==> src/rtl/serial_tx_frame_pkg.sv <==
// Shared definitions for the framed serial link: frame state encoding and
// parity-mode constants, used by the transmitter and the future receiver.
package serial_tx_frame_pkg;

    typedef enum logic [2:0] {
        IDLE  = 3'd0,
        START = 3'd1,
        DATA  = 3'd2,
        PAR   = 3'd3,
        STOP  = 3'd4
    } tx_state_t;

    localparam int PAR_NONE = 0;
    localparam int PAR_EVEN = 1;
    localparam int PAR_ODD  = 2;

    // Any parity setting outside even/odd collapses to "no parity bit".
    function automatic int par_mode(input int parity);
        if (parity == PAR_EVEN || parity == PAR_ODD) begin
            return parity;
        end
        return PAR_NONE;
    endfunction

endpackage

==> src/rtl/serial_tx_frame_baud_tick_gen.sv <==
// Bit-period divider: counts 0..CLKS_PER_BIT-1 and flags the last cycle of
// each bit period. Held at zero while clr is high so every frame starts a
// fresh bit period.
module baud_tick_gen #(
    parameter int CLKS_PER_BIT = 4
) (
    input  logic clk,
    input  logic rst,
    input  logic clr,
    output logic tick
);

    localparam int CW = (CLKS_PER_BIT > 1) ? $clog2(CLKS_PER_BIT) : 1;
    localparam logic [CW-1:0] LAST = CW'(CLKS_PER_BIT - 1);

    logic [CW-1:0] cnt;

    // Divider counter: wraps at the end of each bit period, cleared while idle.
    always_ff @(posedge clk) begin
        if (rst || clr) begin
            cnt <= '0;
        end else if (cnt == LAST) begin
            cnt <= '0;
        end else begin
            cnt <= cnt + 1'b1;
        end
    end

    assign tick = (cnt == LAST);

endmodule

==> src/rtl/serial_tx_frame.sv <==
// Framed serial transmitter: start bit, DATA_W data bits LSB first, optional
// parity bit, stop bit. Line idles high.
//
//   state | meaning
//   IDLE  | line high, ready for a word
//   START | line low for one bit period
//   DATA  | shifting data bits out, LSB first
//   PAR   | parity bit of the captured word
//   STOP  | line high for one bit period, done on its last cycle
module serial_tx_frame #(
    parameter int DATA_W       = 8,
    parameter int CLKS_PER_BIT = 4,
    parameter int PARITY       = 0
) (
    input  logic              clk,
    input  logic              rst,
    input  logic [DATA_W-1:0] din,
    input  logic              load,
    output logic              ready,
    output logic              sout,
    output logic              busy,
    output logic              done
);

    import serial_tx_frame_pkg::*;

    localparam int BW = (DATA_W > 1) ? $clog2(DATA_W) : 1;
    localparam logic [BW-1:0] LAST_BIT = BW'(DATA_W - 1);
    localparam int PAR_MODE = par_mode(PARITY);

    tx_state_t         state, state_nxt;
    logic [DATA_W-1:0] shift_reg, shift_nxt;
    logic [BW-1:0]     bit_cnt, bit_nxt;
    logic              par_bit, par_nxt;
    logic              sout_nxt;
    logic              baud_clr;
    logic              tick;

    assign baud_clr = (state == IDLE);

    baud_tick_gen #(
        .CLKS_PER_BIT(CLKS_PER_BIT)
    ) u_baud (
        .clk  (clk),
        .rst  (rst),
        .clr  (baud_clr),
        .tick (tick)
    );

    // Next-state, datapath update and next line value. The line is driven
    // from a flop, so its value is derived from the next-state signals.
    always_comb begin
        state_nxt = state;
        shift_nxt = shift_reg;
        bit_nxt   = bit_cnt;
        par_nxt   = par_bit;
        case (state)
            IDLE: begin
                if (load) begin
                    state_nxt = START;
                    shift_nxt = din;
                    bit_nxt   = '0;
                    par_nxt   = (^din) ^ (PAR_MODE == PAR_ODD);
                end
            end
            START: begin
                if (tick) state_nxt = DATA;
            end
            DATA: begin
                if (tick) begin
                    shift_nxt = shift_reg >> 1;
                    if (bit_cnt == LAST_BIT) begin
                        bit_nxt   = '0;
                        state_nxt = (PAR_MODE != PAR_NONE) ? PAR : STOP;
                    end else begin
                        bit_nxt = bit_cnt + 1'b1;
                    end
                end
            end
            PAR: begin
                if (tick) state_nxt = STOP;
            end
            STOP: begin
                if (tick) state_nxt = IDLE;
            end
            default: state_nxt = IDLE;
        endcase

        case (state_nxt)
            START:   sout_nxt = 1'b0;
            DATA:    sout_nxt = shift_nxt[0];
            PAR:     sout_nxt = par_nxt;
            default: sout_nxt = 1'b1;
        endcase
    end

    // State, datapath and line registers; the line is set high on reset.
    always_ff @(posedge clk) begin
        if (rst) begin
            state     <= IDLE;
            shift_reg <= '0;
            bit_cnt   <= '0;
            par_bit   <= 1'b0;
            sout      <= 1'b1;
        end else begin
            state     <= state_nxt;
            shift_reg <= shift_nxt;
            bit_cnt   <= bit_nxt;
            par_bit   <= par_nxt;
            sout      <= sout_nxt;
        end
    end

    assign ready = (state == IDLE);
    assign busy  = (state != IDLE);
    assign done  = (state == STOP) && tick;

endmodule

==> config.mk <==
export PLATFORM = sky130hd
export DESIGN_NAME = serial_tx_frame
export DESIGN_NICKNAME = d
export VERILOG_FILES = /design/src/rtl/serial_tx_frame_pkg.sv /design/src/rtl/serial_tx_frame_baud_tick_gen.sv /design/src/rtl/serial_tx_frame.sv
export SDC_FILE = /design/constraint.sdc
export NUM_CORES = 1
export LEC_CHECK = 0
export BUFFER_PORTS_ARGS = -buffer_cell sky130_fd_sc_hd__buf_2
export CELL_PAD_IN_SITES_DETAIL_PLACEMENT = 1
export CELL_PAD_IN_SITES_GLOBAL_PLACEMENT = 1
export CORE_ASPECT_RATIO = 1.2
export CORE_UTILIZATION = 41
export DETAILED_ROUTE_END_ITERATION = 10
export PLACE_DENSITY = 0.87
export SLEW_MARGIN = 5
export SYNTH_ARGS = -nofsm -noshare
export SYNTH_HDL_FRONTEND = slang
export SYNTH_SLANG_ARGS = --single-unit
==> constraint.sdc <==
create_clock -name clk -period 2 [get_ports clk]
set_input_delay 0.1 -clock clk [delete_from_list [all_inputs] [get_ports clk]]
set_output_delay 0.1 -clock clk [all_outputs]
set_load 0.05 [all_outputs]
Yosys cells after proc, flatten, opt, wreduce, memory -nomap -nowiden

Cells that the tools add are included.

Register bits after elaboration: 18
Bits in latches: 0
RAM bits: 0
Bits in read-only memories: 0
Bits of input ports: 11
Output and inout port bits: 4
Memories: 0

Add/sub/neg operators: 2
$mul: 0
Divide/modulo/power cells: 0
Order comparisons: 0
Equal/unequal tests: 11
Shift-type cells: 0
Multiplexer cells: 17
Bitwise logic cells: 0
Reductions and logical operators: 8

Operator list:

| kind                  | count |
|---|---|
| $mux W3               | 9 |
| $mux W8               | 2 |
| $pmux W8 S2           | 1 |
| $pmux W3 S5           | 1 |
| $eq A3 B2 Y1 const B  | 4 |
| $reduce_xor A8 Y1     | 1 |
| $eq A3 B1 Y1 const B  | 2 |
| $eq A3 B3 Y1 const B  | 2 |
| $pmux W3 S2           | 1 |
| $ne A2 B2 Y1 const B  | 2 |
| $add A3 B1 Y3 const B | 1 |
| $logic_not A3 Y1      | 1 |
| $pmux W1 S3           | 1 |
| $reduce_and A3 Y1     | 1 |
| $reduce_bool A3 Y1    | 1 |
| $add A2 B1 Y2 const B | 1 |
| $eq A2 B2 Y1 const B  | 1 |
| $mux W1               | 2 |
| $reduce_bool A2 Y1    | 1 |
| $reduce_or A2 Y1      | 1 |
| $logic_and A1 B1 Y1   | 1 |
| $logic_or A1 B1 Y1    | 1 |

Depth between registers and ports, before layout

Gate-level depths: netlist (run 1).

Word-level depth: 6
Mapped depth: 7
Mapped depth without buffers: 6

Hierarchy

From an unflattened synthesis (run 1), not the netlist that was laid out.

Cell total of the unflattened synthesis: 99
Area, all modules: 910.9 µm²

By module, submodules not included:

| module          | instances | cells an instance | area each (µm²) | sequential area each (µm²) |
|---|---|---|---|---|
| serial_tx_frame | 1         | 94                | 830.8           | 320.3 |
| baud_tick_gen   | 1         | 5                 | 80.1            | 40.0 |

Worst setup path before layout (run 1)

Ideal clock, no wire load.

Kind: register -> output
Start point: reg state[0]
End point: out busy
Data arrival time: 2335 ps
Required time: 1900 ps
Path slack: -435 ps
Stages on the path, launching flop included: 4
Path buffers: 1
Path through: dfxtp_1 > buf_2 > nor3_1 > inv_1

Longest elaborated chain between the ends: 1

RTL lines:

| item                   | line                   | text |
|---|---|---|
| start, declared        | serial_tx_frame.sv:31  | `tx_state_t state, state_nxt;` |
| start signal, assigned | serial_tx_frame.sv:106 | `state <= state_nxt;` |
| $reduce_bool A3 Y1     | serial_tx_frame.sv:115 | `assign busy = (state != IDLE);` |
| end, declared          | serial_tx_frame.sv:21  | `output logic busy,` |

Every way passes these cells.

Final worst setup path (run 1)

Start point: reg u_baud.cnt[0]
End point: reg shift_reg[2]

Longest elaborated chain between the ends: 3

RTL lines:

| item                        | line                                | text |
|---|---|---|
| start, declared             | serial_tx_frame_baud_tick_gen.sv:16 | `logic [CW-1:0] cnt;` |
| start signal, assigned      | serial_tx_frame_baud_tick_gen.sv:25 | `cnt <= cnt + 1'b1;` |
| $eq A2 B2 Y1                | serial_tx_frame_baud_tick_gen.sv:29 | `assign tick = (cnt == LAST);` |
| $ne A2 B2 Y1 (no line)      | -                                   |  |
| $reduce_and A3 Y1 (no line) | -                                   |  |
| end signal, assigned        | serial_tx_frame.sv:107              | `shift_reg <= shift_nxt;` |
| end, declared               | serial_tx_frame.sv:32               | `logic [DATA_W-1:0] shift_reg, shift_nxt;` |

Every way passes these cells.
A chain may end at the register's enable or synchronous reset.

==> impl_metrics.yaml, run 1 <==
synth:
  ys_seq_area_frac: 0.380
  syn-num-nets: 117
  async_flop_share: 0
  synth.distinct_cells: 35
  yosysWarnings: 0
  synth_enable_flop_cells: 0
  synth_flop_cell: "dfxtp_1"
  syn_avg_cell_area_sq_um: 9.21
  ys_ff_latch: 18
  synth_cells: 103
  syn_area_sq_um: 948
grt:
  grtUsageTotal: 0.197
  antenna_found_initial: 0
  grt-ovfl-total: 0
  grt_start_max_net_pins: 18
  grt_pass1_wl_um: 3420
  grt_pass1_vias: 787
timing:
  finalCriticalPeriod_ps: 1780
  setup_viol: 0
  fin_crit_sh: 0.892
  final_max_slew_viol_count: 0
  worst_slew_pin_slew_ps: 468
  skew_ps: 8.99
  fin_setup_tns_ps: 0
  slew_headroom: 0.687
  max_freq_ghz: 0.560
  rsz0062_at_grt: "false"
  hold_viol_final: 0
floorplan:
  core_sq_um: 2120
  row_count: 18
  die_w_um: 45.9
  dieArea_sq_um: 2510
  die_h_um: 54.7
  start_util: 0.448
  io_pins: 15
power:
  power_mw: 0.696
  leakagePower_nw: 0.418
  clockPowerShare: 0.254
  netSwitchingFraction: 0.281
  p_comb_frac: 0.185
  pwr-share-seq: 0.561
  p_int_mw: 0.501
  peakVddDrop_mv: 0.381
  p_per_area_nw_per_um2: 666
  p_switching_mw: 0.196
cts:
  cts_tree: "built"
  worstSkewPairLatency_ps: 290
  cts_setup_buffers: 0
  clockBufferDepth: 2
  cts_max_level: 1
  post_cts_resize_count: 0
  clkTransAtPathRegs_ps: 100
  cts_buffers: 3
  cts.sinks: 18
  cts-root-buf: "clkbuf_4"
  hold_buffers: 0
setup_path:
  cp_cell_sequence: "ha_1 > mux2i_1 > or3_1 > a22oi_1 > a21oi_1"
  critPathCaptureType: "flop"
  critPathMaxFanout: 11
  crit_slowest_cell: "or3_1"
  slowest_delay_ps: 480
  critPathBufInv: 0
  setup.worst_path.start_class: "flop"
  cp_data_required_time_ps: 2170
  worstPathArrival_ps: 1950
  critPathTopFamily: "simple AND/OR/NAND/NOR gates"
  worstSetupPathType: "reg2reg"
placed_design:
  port_buffers: 14
  gp_congestion: 0.749
  dp_hpwl_um: 1550
detailed_routing:
  remaining_drc_errors: 0
  firstDrtPassIters: 2
  wl_per_cell_um: 14.1
  drt-initial-drc-count: 5
  vias_per_cell: 5.32
  drt_wl_total_um: 2030
  postRouteAntennaNets: 0
  vias: 766
cells_and_area:
  num-nets-final: 130
  diodes: 0
  utilization: 0.493
  most-common-layout-cells: "dfxtp_1, buf_2, a21oi_1"
  synthToLayoutAreaGrowth_pct: 10.2
  final_common_cell: "dfxtp_1"
  largest_reg_flops: 8
  drive_gt1_frac: 0.219
status:
  status: "completed"
min_path:
  hold_class: "in2reg"
run:
  maxCapViolCount: 0
-- power groups by stage --
stage | clock network (mW) | logic (mW) | registers [mW]
floorplan | 0 | 0.0971 | 0.398
global placement | 0 | 0.124 | 0.398
detailed placement | 0 | 0.130 | 0.399
CTS | 0.182 | 0.130 | 0.391
global route | 0.194 | 0.141 | 0.393
finish | 0.177 | 0.129 | 0.391
-- cell families (layout without fill, tap and decap cells) --
group	count (synthesis)	after routing	share of synthesized area
flops	18	18	0.380
compound gates	24	24	0.174
fa+ha+maj	3	3	0.0396
xor+xnor	7	7	0.0646
mux	3	3	0.0317
buf+inv	12	23	0.0765
simple gates	36	36	0.234
-- worst paths after layout --
path | start | endpoint | slack [ps] | cells past startpoint
min | din[7] | shift_reg[7] | 70 | 3
min reg2reg | u_baud.cnt[0] | u_baud.cnt[0] | 450 | 1
max reg2reg | u_baud.cnt[0] | shift_reg[2] | 220 | 5
max | u_baud.cnt[0] | shift_reg[2] | 220 | 5
-- area by class of cell --
cell class	instances	area, sq um
Multi-Input combinational cell	73	520
Tap cell	30	37.5
Fill cell	288	1070
Sequential cell	18	360
Clock buffer	3	22.5
Timing Repair Buffer	17	92.6
Inverter	3	11.3
-- cells in the mapped netlist (3+ instances only) --
library cell	n	area share
dfxtp_1	18	0.38
a21oi_1	10	0.053
nand2_1	9	0.036
nor2_1	8	0.032
xnor2_1	7	0.065
a22oi_1	6	0.047
buf_2	4	0.021
buf_6	3	0.036
ha_1	3	0.040
inv_1	3	0.012
mux2i_1	3	0.032
-- routing by layer --
layer / share of wire / up-vias / GRT usage / wire, um
met5: 0 / - / 0 / 0
met4: 0.0064 / 0 / 0.0882 / 13
met3: 0.024 / 2 / 0.0198 / 49
met2: 0.55 / 13 / 0.378 / 1130
met1: 0.41 / 364 / 0.211 / 841
li1: - / 387 / - / -
-- worst min-delay path, delay by kind of cell --
kind / cells / cell delay [ps]
AND/OR/NAND/NOR: 1 / 70
buffers and inverters: 1 / 100
AO/OA/AOI/OAI: 1 / 60
-- through the flow --
step	hold slack, ps	cell area, sq um	cells	setup slack (ps)
after global routing	71.8	1040	144	45.3
after global placement	355	1020	141	309
after detailed placement	369	1020	141	210
final	65.2	1040	144	216
after CTS	59.3	1040	144	191
after floorplan	236	953	103	190
(Power assumes the default switching activity.)
==> inputs of run 2 (changes only) <==
--- a/config.mk
+++ b/config.mk
@@ -11,7 +11,7 @@
 export CORE_ASPECT_RATIO = 1.2
 export CORE_UTILIZATION = 41
 export DETAILED_ROUTE_END_ITERATION = 10
-export PLACE_DENSITY = 0.87
+export PLACE_DENSITY_LB_ADDON = 0.1
 export SLEW_MARGIN = 5
 export SYNTH_ARGS = -nofsm -noshare
 export SYNTH_HDL_FRONTEND = slang
==> run 2 against run 1 <==
Count of clock-buffer cells in the layout up 1. Maximum frequency up 6.3%. Non-clock buffer count rose by 1. Flip-flop and latch count did not move. Clock power increased by 27%. Sequential share of layout area decreased by 0.69 points. Register-to-register slack improved by 110 ps. Via count grew 2.5%. Global-route usage is 0.067 points lower. Clock skew shrank 6.5 ps. Worst setup slack improved by 110 ps. Critical path depth rose by 1. Critical path type unchanged. Largest power group unchanged.
==> impl_metrics.yaml, run 2 (synthesis gave the netlist of run 1 again) <==
placed_design:
  place_area_sq_um: 1030
  dp_hpwl_um: 1600
  port_buffers: 14
  gp_congestion: 0.788
cts:
  cts_setup_buffers: 0
  hold_buffers: 0
  cts_max_level: 1
  post_cts_resize_count: 0
  worstSkewPairLatency_ps: 290
  cts_tree: "built"
  clkTransAtPathRegs_ps: 110
  cts-root-buf: "clkbuf_4"
  cts_buffers: 3
  cts.sinks: 18
  clockBufferDepth: 2
grt:
  grt_start_max_net_pins: 18
  grt-ovfl-total: 0
  grtUsageTotal: 0.196
  grt_pass1_wl_um: 3420
  antenna_found_initial: 0
  grt_pass1_vias: 793
detailed_routing:
  wl_per_cell_um: 14.0
  drt_wl_total_um: 2040
  postRouteAntennaNets: 0
  drt-initial-drc-count: 9
  remaining_drc_errors: 0
  vias: 785
  firstDrtPassIters: 3
  vias_per_cell: 5.38
timing:
  skew_ps: 2.47
  setup_viol: 0
  rsz0062_at_grt: "false"
  final_max_slew_viol_count: 0
  fin_crit_sh: 0.840
  slew_headroom: 0.714
  finalCriticalPeriod_ps: 1680
  worst_slew_pin_slew_ps: 428
  max_freq_ghz: 0.596
  fin_setup_tns_ps: 0
  hold_viol_final: 0
floorplan:
  die_w_um: 45.9
  dieArea_sq_um: 2510
  core_sq_um: 2120
  io_pins: 15
  start_util: 0.448
  die_h_um: 54.7
  row_count: 18
cells_and_area:
  drive_gt1_frac: 0.233
  fin_area_sq_um: 1070
  largest_reg_flops: 8
  num-nets-final: 131
  most-common-layout-cells: "dfxtp_1, buf_2, a21oi_1"
  final_common_cell: "dfxtp_1"
  diodes: 0
  synthToLayoutAreaGrowth_pct: 12.4
power:
  p_per_area_nw_per_um2: 699
  leakagePower_nw: 0.430
  peakVddDrop_mv: 0.331
setup_path:
  critPathMaxFanout: 4
  critPathCaptureType: "flop"
  cp_data_required_time_ps: 2160
  setup.worst_path.start_class: "flop"
  worstPathArrival_ps: 1840
  worstSetupPathType: "reg2reg"
status:
  status: "completed"
run:
  maxCapViolCount: 0
min_path:
  hold_class: "in2reg"
-- run 2: report_power, final --
group | internal (mW) | switching, mW | total, mW
Clock | 0.111 | 0.114 | 0.225
Sequential | 0.377 | 0.0106 | 0.387
Combinational | 0.0564 | 0.0767 | 0.133
Total | 0.544 | 0.202 | 0.745
-- run 2: per-layer routing --
| metal | wire [um] | GRT usage |
|---|---|---|
| met2 | 1170 | 0.380 |
| met1 | 807 | 0.201 |
| met4 | 15 | 0.0882 |
| met3 | 43 | 0.0297 |
| met5 | 0 | 0 |
-- run 2: path summary, 6_finish.rpt --
check	startpoint	end	slack [ps]	depth (start not counted)
setup / recovery	bit_cnt[0]	sout	320	6
hold / removal	din[6]	shift_reg[6]	60	3
setup reg to reg	bit_cnt[0]	sout	320	6
hold reg to reg	u_baud.cnt[0]	u_baud.cnt[0]	440	1
-- run 2: area by class of cell --
class / count / area [sq um]
tap: 30 / 37.5
multi-input combinational: 73 / 520
sequential: 18 / 360
inverter: 3 / 11.3
clock buffer: 4 / 36.3
timing repair buffer: 18 / 100
fill: 277 / 1050
-- run 2: through the flow --
| step | hold slack (ps) | worst slack, ps | util | cells | power [mW] |
|---|---|---|---|---|---|
| 5_1_grt | 44.3 | 219 | 0.504 | 146 | 0.795 |
| 3_3_place_gp | 350 | 400 | 0.486 | 142 | 0.527 |
| 3_5_place_dp | 371 | 309 | 0.486 | 142 | 0.531 |
| 4_1_cts | 43.0 | 288 | 0.504 | 146 | 0.760 |
| 6_report | 58.6 | 321 | 0.504 | 146 | 0.745 |
| 2_1_floorplan | 236 | 190 | - | 103 | 0.495 |
-- run 2: critical path, cell delays in order, from the launching register on --
cell      delay, ps
dfxtp_1         340
ha_1            210
ha_1            230
o21ai_0         260
a21oi_1         110
nor3_1          250
o211ai_1        170
==> inputs of run 3 (changes only) <==
==> constraint.sdc (replaced) <==
create_clock -name clk -period 1.76 [get_ports clk]
set_input_delay 0.088 -clock clk [delete_from_list [all_inputs] [get_ports clk]]
set_output_delay 0.088 -clock clk [all_outputs]
set_load 0.05 [all_outputs]
==> run 3 against run 2 <==
Global-route usage rose by 0.81 points. Clock power grew 16%. Flip-flop and latch count unchanged. Register-to-register slack worse by 140 ps. Final cell count increased by 0.68%. Critical path depth fell by 3. Sequential power is 14% higher. Worst hold slack worse by 27 ps. Utilization up 0.89 points. Highest routed layer unchanged.
==> impl_metrics.yaml, run 3 (synthesis gave the netlist of run 1 again) <==
placed_design:
  port_buffers: 14
  gp_congestion: 0.779
  dp_cells: 143
  pre_cts_ws_ps: 92.7
  place_area_sq_um: 1040
timing:
  hold_slack_ps: 31.8
  slew_headroom: 0.689
  skew_ps: 6.91
  rsz0062_at_grt: "false"
  finalWorstSetupSlack_ps: 168
  finalCriticalPeriod_ps: 1590
  final_max_slew_viol_count: 0
  fin_crit_sh: 0.905
  fin_setup_tns_ps: 0
  max_freq_ghz: 0.628
  setup_viol: 0
  worst_slew_pin_slew_ps: 466
  hold_viol_final: 0
cells_and_area:
  most-common-layout-cells: "dfxtp_1, buf_2, a21oi_1"
  synthToLayoutAreaGrowth_pct: 14.4
  fin_cells: 147
  diodes: 0
  largest_reg_flops: 8
  num-nets-final: 132
  drive_gt1_frac: 0.248
  utilization: 0.512
  fin_area_sq_um: 1080
  final_common_cell: "dfxtp_1"
grt:
  grt_use_met1: 0.207
  grt_pass1_vias: 826
  grtUsageTotal: 0.205
  grt_use_met2: 0.408
  grt-ovfl-total: 0
  grt_pass1_wl_um: 3620
  gr-max-usage-layer: "met2"
  antenna_found_initial: 0
  use_met3: 0.0198
  grt_start_max_net_pins: 18
cts:
  clkTransAtPathRegs_ps: 110
  clockBufferDepth: 2
  cts_tree: "built"
  cts-root-buf: "clkbuf_4"
  post_cts_resize_count: 0
  hold_buffers: 0
  cts_max_level: 1
  cts.sinks: 18
  worstSkewPairLatency_ps: 300
  cts_setup_buffers: 0
  cts_buffers: 3
setup_path:
  critPathTopFamily: "buffers and inverters"
  worstSetupPathType: "reg2out"
  critPathBufInv: 2
  critPathCaptureType: "output port"
  slowest_delay_ps: 440
  cp_data_required_time_ps: 1670
  worstPathArrival_ps: 1500
  setup.worst_path.start_class: "flop"
  crit_slowest_cell: "dfxtp_1"
  worstReg2RegEnd: "shift_reg[6]"
  cp_cell_sequence: "buf_4 > nor3_4 > buf_2"
  critPathMaxFanout: 9
  r2r_slack_ps: 180
  rr_startpoint: "u_baud.cnt[0]"
  worst_r2r_path_depth: 5
min_path:
  hold_class: "in2reg"
  hp-start: "din[5]"
  holdPathEnd: "shift_reg[5]"
  min_path_cells: 3
detailed_routing:
  drt_wl_total_um: 2200
  firstDrtPassIters: 4
  remaining_drc_errors: 0
  postRouteAntennaNets: 0
  vias: 797
  drt-initial-drc-count: 7
  vias_per_cell: 5.42
  wl_per_cell_um: 14.9
floorplan:
  core_sq_um: 2120
  row_count: 18
  die_h_um: 54.7
  dieArea_sq_um: 2510
  die_w_um: 45.9
  start_util: 0.448
  io_pins: 15
power:
  peakVddDrop_mv: 0.392
  power_mw: 0.859
  leakagePower_nw: 0.440
  p_per_area_nw_per_um2: 792
run:
  maxCapViolCount: 0
status:
  status: "completed"
## run 3: where the power goes
group | switching, mW | internal, mW | leakage [nW]
Sequential | 0.0142 | 0.428 | 0.147
Combinational | 0.0887 | 0.0671 | 0.272
Clock | 0.135 | 0.126 | 0.0210
## run 3: cell type report
| class | instances | area, sq um |
|---|---|---|
| clock buffer | 4 | 36.3 |
| sequential | 18 | 360 |
| inverter | 3 | 11.3 |
| timing repair buffer | 19 | 108 |
| multi-input combinational | 73 | 532 |
| fill | 276 | 1030 |
| tap | 30 | 37.5 |
## run 3: worst max path at each step
| stage | startpoint | endpoint | slack (ps) | depth (start not counted) |
|---|---|---|---|---|
| floorplan | u_baud.cnt[0] | shift_reg[6] | 230 | 7 |
| finish | state[0] | ready | 170 | 3 |
| global placement | u_baud.cnt[0] | shift_reg[6] | 160 | 5 |
| detailed placement | u_baud.cnt[0] | shift_reg[3] | 90 | 5 |
| global route | state[0] | sout | 60 | 4 |
| CTS | u_baud.cnt[0] | shift_reg[3] | 70 | 5 |
## run 3: worst min-delay path, delay by kind of cell
kind / cells / cell delay (ps)
AO/OA/AOI/OAI: 1 / 50
buffers and inverters: 1 / 110
AND/OR/NAND/NOR: 1 / 50
## run 3: metal layers
metal,routed length [um],vias to the layer above
li1,-,395
met1,884,386
met2,1250,14
met3,50,2
met4,13,0
met5,0,-
